--- src/rtl/mem_access_ctrl.sv ---
// Initiator-side controller for the unified instruction/data memory: arbitrates
// fetch vs. LSU, drives the memory ports and returns registered responses.
module mem_access_ctrl #(
    parameter int ADDRESS_BUS_WIDTH = 14,
    parameter int INSTRUCTION_WIDTH = 18,
    parameter int DATA_WIDTH        = 36,
    parameter logic [ADDRESS_BUS_WIDTH-1:0] MEM_BASE_ADDR = 14'h2000
) (
    input  logic                         i_clk,
    input  logic                         i_rst,
    input  logic                         i_if_req,
    input  logic [ADDRESS_BUS_WIDTH-2:0] i_if_pc,
    output logic                         o_if_ready,
    output logic                         o_if_valid,
    output logic [INSTRUCTION_WIDTH-1:0] o_if_instruction,
    input  logic                         i_ls_req,
    input  logic                         i_ls_we,
    input  logic [ADDRESS_BUS_WIDTH-1:0] i_ls_addr,
    input  logic [DATA_WIDTH-1:0]        i_ls_wdata,
    output logic                         o_ls_ready,
    output logic                         o_ls_valid,
    output logic [DATA_WIDTH-1:0]        o_ls_rdata,
    output logic                         o_ls_err,
    output logic [ADDRESS_BUS_WIDTH-1:0] o_mem_address,
    output logic                         o_mem_writeEnable,
    output logic                         o_mem_dataReadEnable,
    output logic [DATA_WIDTH-1:0]        o_mem_wdata,
    input  logic [INSTRUCTION_WIDTH-1:0] i_mem_instruction,
    input  logic [DATA_WIDTH-1:0]        i_mem_data
);

    typedef enum logic [1:0] {IDLE, ISSUE, RESP} state_t;
    typedef enum logic [1:0] {K_FETCH, K_LOAD, K_STORE, K_ERR} kind_t;

    state_t                         state_q;
    kind_t                          kind_q;
    logic                           fetch_turn_q;
    logic [ADDRESS_BUS_WIDTH-1:0]   mem_addr_q;
    logic                           mem_we_q;
    logic                           mem_re_q;
    logic [DATA_WIDTH-1:0]          mem_wdata_q;
    logic                           if_valid_q;
    logic [INSTRUCTION_WIDTH-1:0]   if_instr_q;
    logic                           ls_valid_q;
    logic [DATA_WIDTH-1:0]          ls_rdata_q;
    logic                           ls_err_q;

    logic                           idle;
    logic                           contest;
    logic                           if_grant;
    logic                           ls_grant;
    logic                           ls_illegal;
    logic [ADDRESS_BUS_WIDTH-1:0]   fetch_addr;

    // fetch_turn picks the winner only when both sides request; the LSU ready
    // is gated too so a losing LSU never sees a handshake it did not get.
    assign idle       = (state_q == IDLE);
    assign contest    = i_if_req & i_ls_req;
    assign o_if_ready = idle & (~i_ls_req | fetch_turn_q);
    assign o_ls_ready = idle & (~i_if_req | ~fetch_turn_q);
    assign if_grant   = o_if_ready & i_if_req;
    assign ls_grant   = o_ls_ready & i_ls_req;
    assign ls_illegal = (i_ls_addr >= MEM_BASE_ADDR);
    assign fetch_addr = MEM_BASE_ADDR + ADDRESS_BUS_WIDTH'(i_if_pc);

    always_ff @(posedge i_clk or posedge i_rst) begin
        if (i_rst) begin
            state_q      <= IDLE;
            kind_q       <= K_FETCH;
            fetch_turn_q <= 1'b0;
            mem_addr_q   <= '0;
            mem_we_q     <= 1'b0;
            mem_re_q     <= 1'b0;
            mem_wdata_q  <= '0;
            if_valid_q   <= 1'b0;
            if_instr_q   <= '0;
            ls_valid_q   <= 1'b0;
            ls_rdata_q   <= '0;
            ls_err_q     <= 1'b0;
        end else begin
            if_valid_q <= 1'b0;
            ls_valid_q <= 1'b0;
            case (state_q)
                IDLE: begin
                    if (if_grant || ls_grant) begin
                        state_q <= ISSUE;
                        if (contest)
                            fetch_turn_q <= ~fetch_turn_q;
                        if (if_grant) begin
                            kind_q     <= K_FETCH;
                            mem_addr_q <= fetch_addr;
                        end else if (ls_illegal) begin
                            // Out-of-range access never reaches the memory.
                            kind_q <= K_ERR;
                        end else begin
                            kind_q      <= i_ls_we ? K_STORE : K_LOAD;
                            mem_addr_q  <= i_ls_addr;
                            mem_we_q    <= i_ls_we;
                            mem_re_q    <= ~i_ls_we;
                            mem_wdata_q <= i_ls_we ? i_ls_wdata : '0;
                        end
                    end
                end
                ISSUE: begin
                    state_q     <= RESP;
                    mem_addr_q  <= '0;
                    mem_we_q    <= 1'b0;
                    mem_re_q    <= 1'b0;
                    mem_wdata_q <= '0;
                end
                RESP: begin
                    state_q <= IDLE;
                    case (kind_q)
                        K_FETCH: begin
                            if_instr_q <= i_mem_instruction;
                            if_valid_q <= 1'b1;
                        end
                        K_LOAD: begin
                            ls_rdata_q <= i_mem_data;
                            ls_err_q   <= 1'b0;
                            ls_valid_q <= 1'b1;
                        end
                        K_STORE: begin
                            ls_err_q   <= 1'b0;
                            ls_valid_q <= 1'b1;
                        end
                        default: begin
                            ls_rdata_q <= '0;
                            ls_err_q   <= 1'b1;
                            ls_valid_q <= 1'b1;
                        end
                    endcase
                end
                default: state_q <= IDLE;
            endcase
        end
    end

    assign o_mem_address        = mem_addr_q;
    assign o_mem_writeEnable    = mem_we_q;
    assign o_mem_dataReadEnable = mem_re_q;
    assign o_mem_wdata          = mem_wdata_q;
    assign o_if_valid           = if_valid_q;
    assign o_if_instruction     = if_instr_q;
    assign o_ls_valid           = ls_valid_q;
    assign o_ls_rdata           = ls_rdata_q;
    assign o_ls_err             = ls_err_q;

endmodule
--- config.mk ---
export PLATFORM = sky130hd
export DESIGN_NAME = mem_access_ctrl
export DESIGN_NICKNAME = d
export VERILOG_FILES = /design/src/rtl/mem_access_ctrl.sv
export SDC_FILE = /design/constraint.sdc
export NUM_CORES = 1
export LEC_CHECK = 0
export BUFFER_PORTS_ARGS = -buffer_cell sky130_fd_sc_hd__buf_2
export CORE_MARGIN = 10
export CORE_UTILIZATION = 45
export CTS_CLUSTER_DIAMETER = 40
export DETAILED_ROUTE_END_ITERATION = 6
export PLACE_DENSITY = 0.82
export SETUP_SLACK_MARGIN = 0.5
export SYNTH_ARGS = -nofsm -noshare
export SYNTH_HDL_FRONTEND = slang
export SYNTH_SLANG_ARGS = --single-unit
--- constraint.sdc ---
create_clock -name i_clk -period 4.2 [get_ports i_clk]
set_input_delay 0.84 -clock i_clk [delete_from_list [all_inputs] [get_ports i_clk]]
set_output_delay 0.84 -clock i_clk [all_outputs]
set_load 0.1 [all_outputs]
==> results.txt <==
CTS hold repair buffers - 0
die height - 120 um
mux contribution to synthesized area - 0.225%
most frequent cells after synthesis - nand2_1 (128), dfrtp_1 (114), a22o_1 (36)
Pins Over Slew Limit - 0
Core Region - 0.00973 mm^2
share of the core filled with cells - 64.9%
kind of critical path - flip-flop to output port
Post-Route Skew - 0.00690 ns
met2 Track Usage GR - 29.0%
peak-usage layer in the global routing report - met2
total CTS buffers - 17
Overflow after GRT - 0
IO Port Bufs - 232
total iterations of the first detailed-routing run - 4
CTS tree - built
CP startpoint kind - flip-flop
CP Data Arrival Time - 2.15 ns
clock tree sinks - 114
Final Cycle Share - 71.3%
Avg WL per Cell - 17.0 um
yosys warns - 0
number of global-route vias before repair - 4090
Max FO, Critical Path - 16
DP Wirelength - 9800 um
layout cells sized above 1 - 42.2%
# IOs - 233
main combinational cell family by area after synthesis - compound AO/OA/AOI/OAI gates
top cell type's share of synthesized area - 64.0%
Synth area leaders - dfrtp_1 (64%), nand2_1 (11%), a22o_1 (7.1%), o21ai_0 (3.1%), a221o_1 (2.9%)
Via-to-Cell Ratio - 4.98
via count - 3870
DRT iter0 DRCs - 248
setup TNS - 0 ns
maxcap violations - 0
H-tree depth - 4
met1 Use GR - 21.4%
final setup fails - 0
Worst-Margin Slew - 1.27 ns
grt met3 use - 7.31%
Layout Nets - 757
syn nets - 530
Critical Path Sink Type - output port
Async SR Flop Fraction - 100%
first-pass GRT wire length - 21000 um
row cnt - 36
Top FF cell, synth - dfrtp_1
Die Footprint - 0.0143 mm^2
GPL Wtd Cong - 0.786
Area Growth Syn to Fin - 41.8%
Synth Register Bits - 114
most common cell in the netlist - nand2_1
clk root buf - clkbuf_8
Hold Path Class - primary input to asynchronous set/reset pin
worst-case reg-to-reg path depth - 6
Critical Path RT - 3.36 ns
Max clock buf depth - 2
status - completed
Synth Area in Adders - 0.842%
postcts setup bufs - 0
simple-gate share of the synthesized area - 15.2%
final hold violations - 0
Ant. Diodes - 0
post-synth top area cell - dfrtp_1
synthesized area per cell - 11.0 um^2
largest net degree at the start of global routing - 85
Die W - 120 um
gr usage total - 18.2%
number of flops mapped to enable cells by yosys - 0
Syn Inst Count - 405
CTS clock-pin slew for the worst setup and hold paths - 0.06 ns
WL final - 13200 um
Final min period - 2.99 ns
post-CTS sizing - 0
slew margin rel. - 15.6%
starting density of the core - 45.8%
register area share after synthesis - 64.0%
initial antenna violation count - 0
FMAX - 334 MHz
Post-Syn Area - 0.00446 mm^2
DRC - 0
Compound-Gate Fraction of Synth Area - 15.8%
xor/xnor share of the synthesized area - 0.197%
RSZ-0062 raised after global routing - no
clk_lat worst skew - 0.50 ns
Cell variety after synth - 33
Final ANT Viol Nets - 0
-- logic make-up after synthesis --
family                     after synthesis
xor gates and xnor gates                 1
DFF                                    114
adders and majority gates                3
muxes                                    1
AOI/OAI and AO/OA                       94
and+or+nand+nor                        158
buffers and inverters                   34
-- layer usage --
metal,vias up,share of wire (%)
met5,-,0
met4,0,2.3
met3,24,8.5
met2,172,48
met1,1842,41
li1,1832,-
-- path summary, 6_finish.rpt --
kind,startpoint,to,slack (ns)
max,state_q[0]$_DFFE_PP0P_,o_ls_ready,1.21
min,i_rst,o_mem_wdata[16]$_DFFE_PP0P_,0.43
max reg2reg,kind_q[0]$_DFFE_PP0P_,o_if_instruction[8]$_DFFE_PP0P_,1.91
min reg2reg,o_if_instruction[16]$_DFFE_PP0P_,o_if_instruction[16]$_DFFE_PP0P_,0.47
max in group asynchronous,i_rst,o_ls_rdata[26]$_DFFE_PP0P_,2.91
min in group i_clk,o_if_instruction[16]$_DFFE_PP0P_,o_if_instruction[16]$_DFFE_PP0P_,0.47
-- cell usage in the layout (no fill, tap or decap), types with 2 or more instances in the layout --
cell type   netlist  routed
clkinv_2          0       3
buf_4             0       2
o21ai_1           9       9
bufinv_16         0       4
clkbuf_8          0       6
a221o_1          13      13
and3_1           14      14
dfrtp_1         114     114
o21ai_0          28      28
nand2_1         128     128
ha_1              3       3
inv_1             6       5
buf_2             8     232
clkinvlp_4        0       2
o22ai_1           2       2
a22o_1           36      36
nor2_1            4       4
a21o_1            2       2
clkbuf_16         0      16
-- stage by stage --
| stage | setup slack (ns) | cells | hold WS (ns) | area (um^2) |
|---|---|---|---|---|
| after floorplan | 1.24 | 405 | 0.524 | 4460 |
| after detailed placement | 1.26 | 746 | 0.457 | 5680 |
| after CTS | 1.18 | 777 | 0.432 | 6320 |
| after global placement | 1.36 | 746 | 0.454 | 5680 |
| after global routing | 1.10 | 777 | 0.456 | 6320 |
| final | 1.21 | 777 | 0.432 | 6320 |
-- critical path: stages, from the launching register on --
cell and delay, ns:
dfrtp_1 0.50, a211oi_4 0.60, buf_2 0.54
-- final cells by class --
type	instances	area, um^2
fill	800	3410
timing repair buffer	235	1200
multi-input combinational	257	1440
tap	133	166
clock inverter	9	151
inverter	7	30.0
clock buffer	22	483
sequential	114	2850
-- registers in the layout, indices dropped and copies added, names as in the netlist --
name	count
o_ls_err	1
o_mem_writeEnable	1
o_mem_dataReadEnable	1
fetch_turn_q	1
o_mem_wdata	36
o_ls_rdata	36
o_mem_address	14
o_ls_valid	1
state_q	2
o_if_valid	1
kind_q	2
o_if_instruction	18
Power is not shown: default switching activity piles up to over one toggle a cycle in this logic, so the estimate is an artifact.
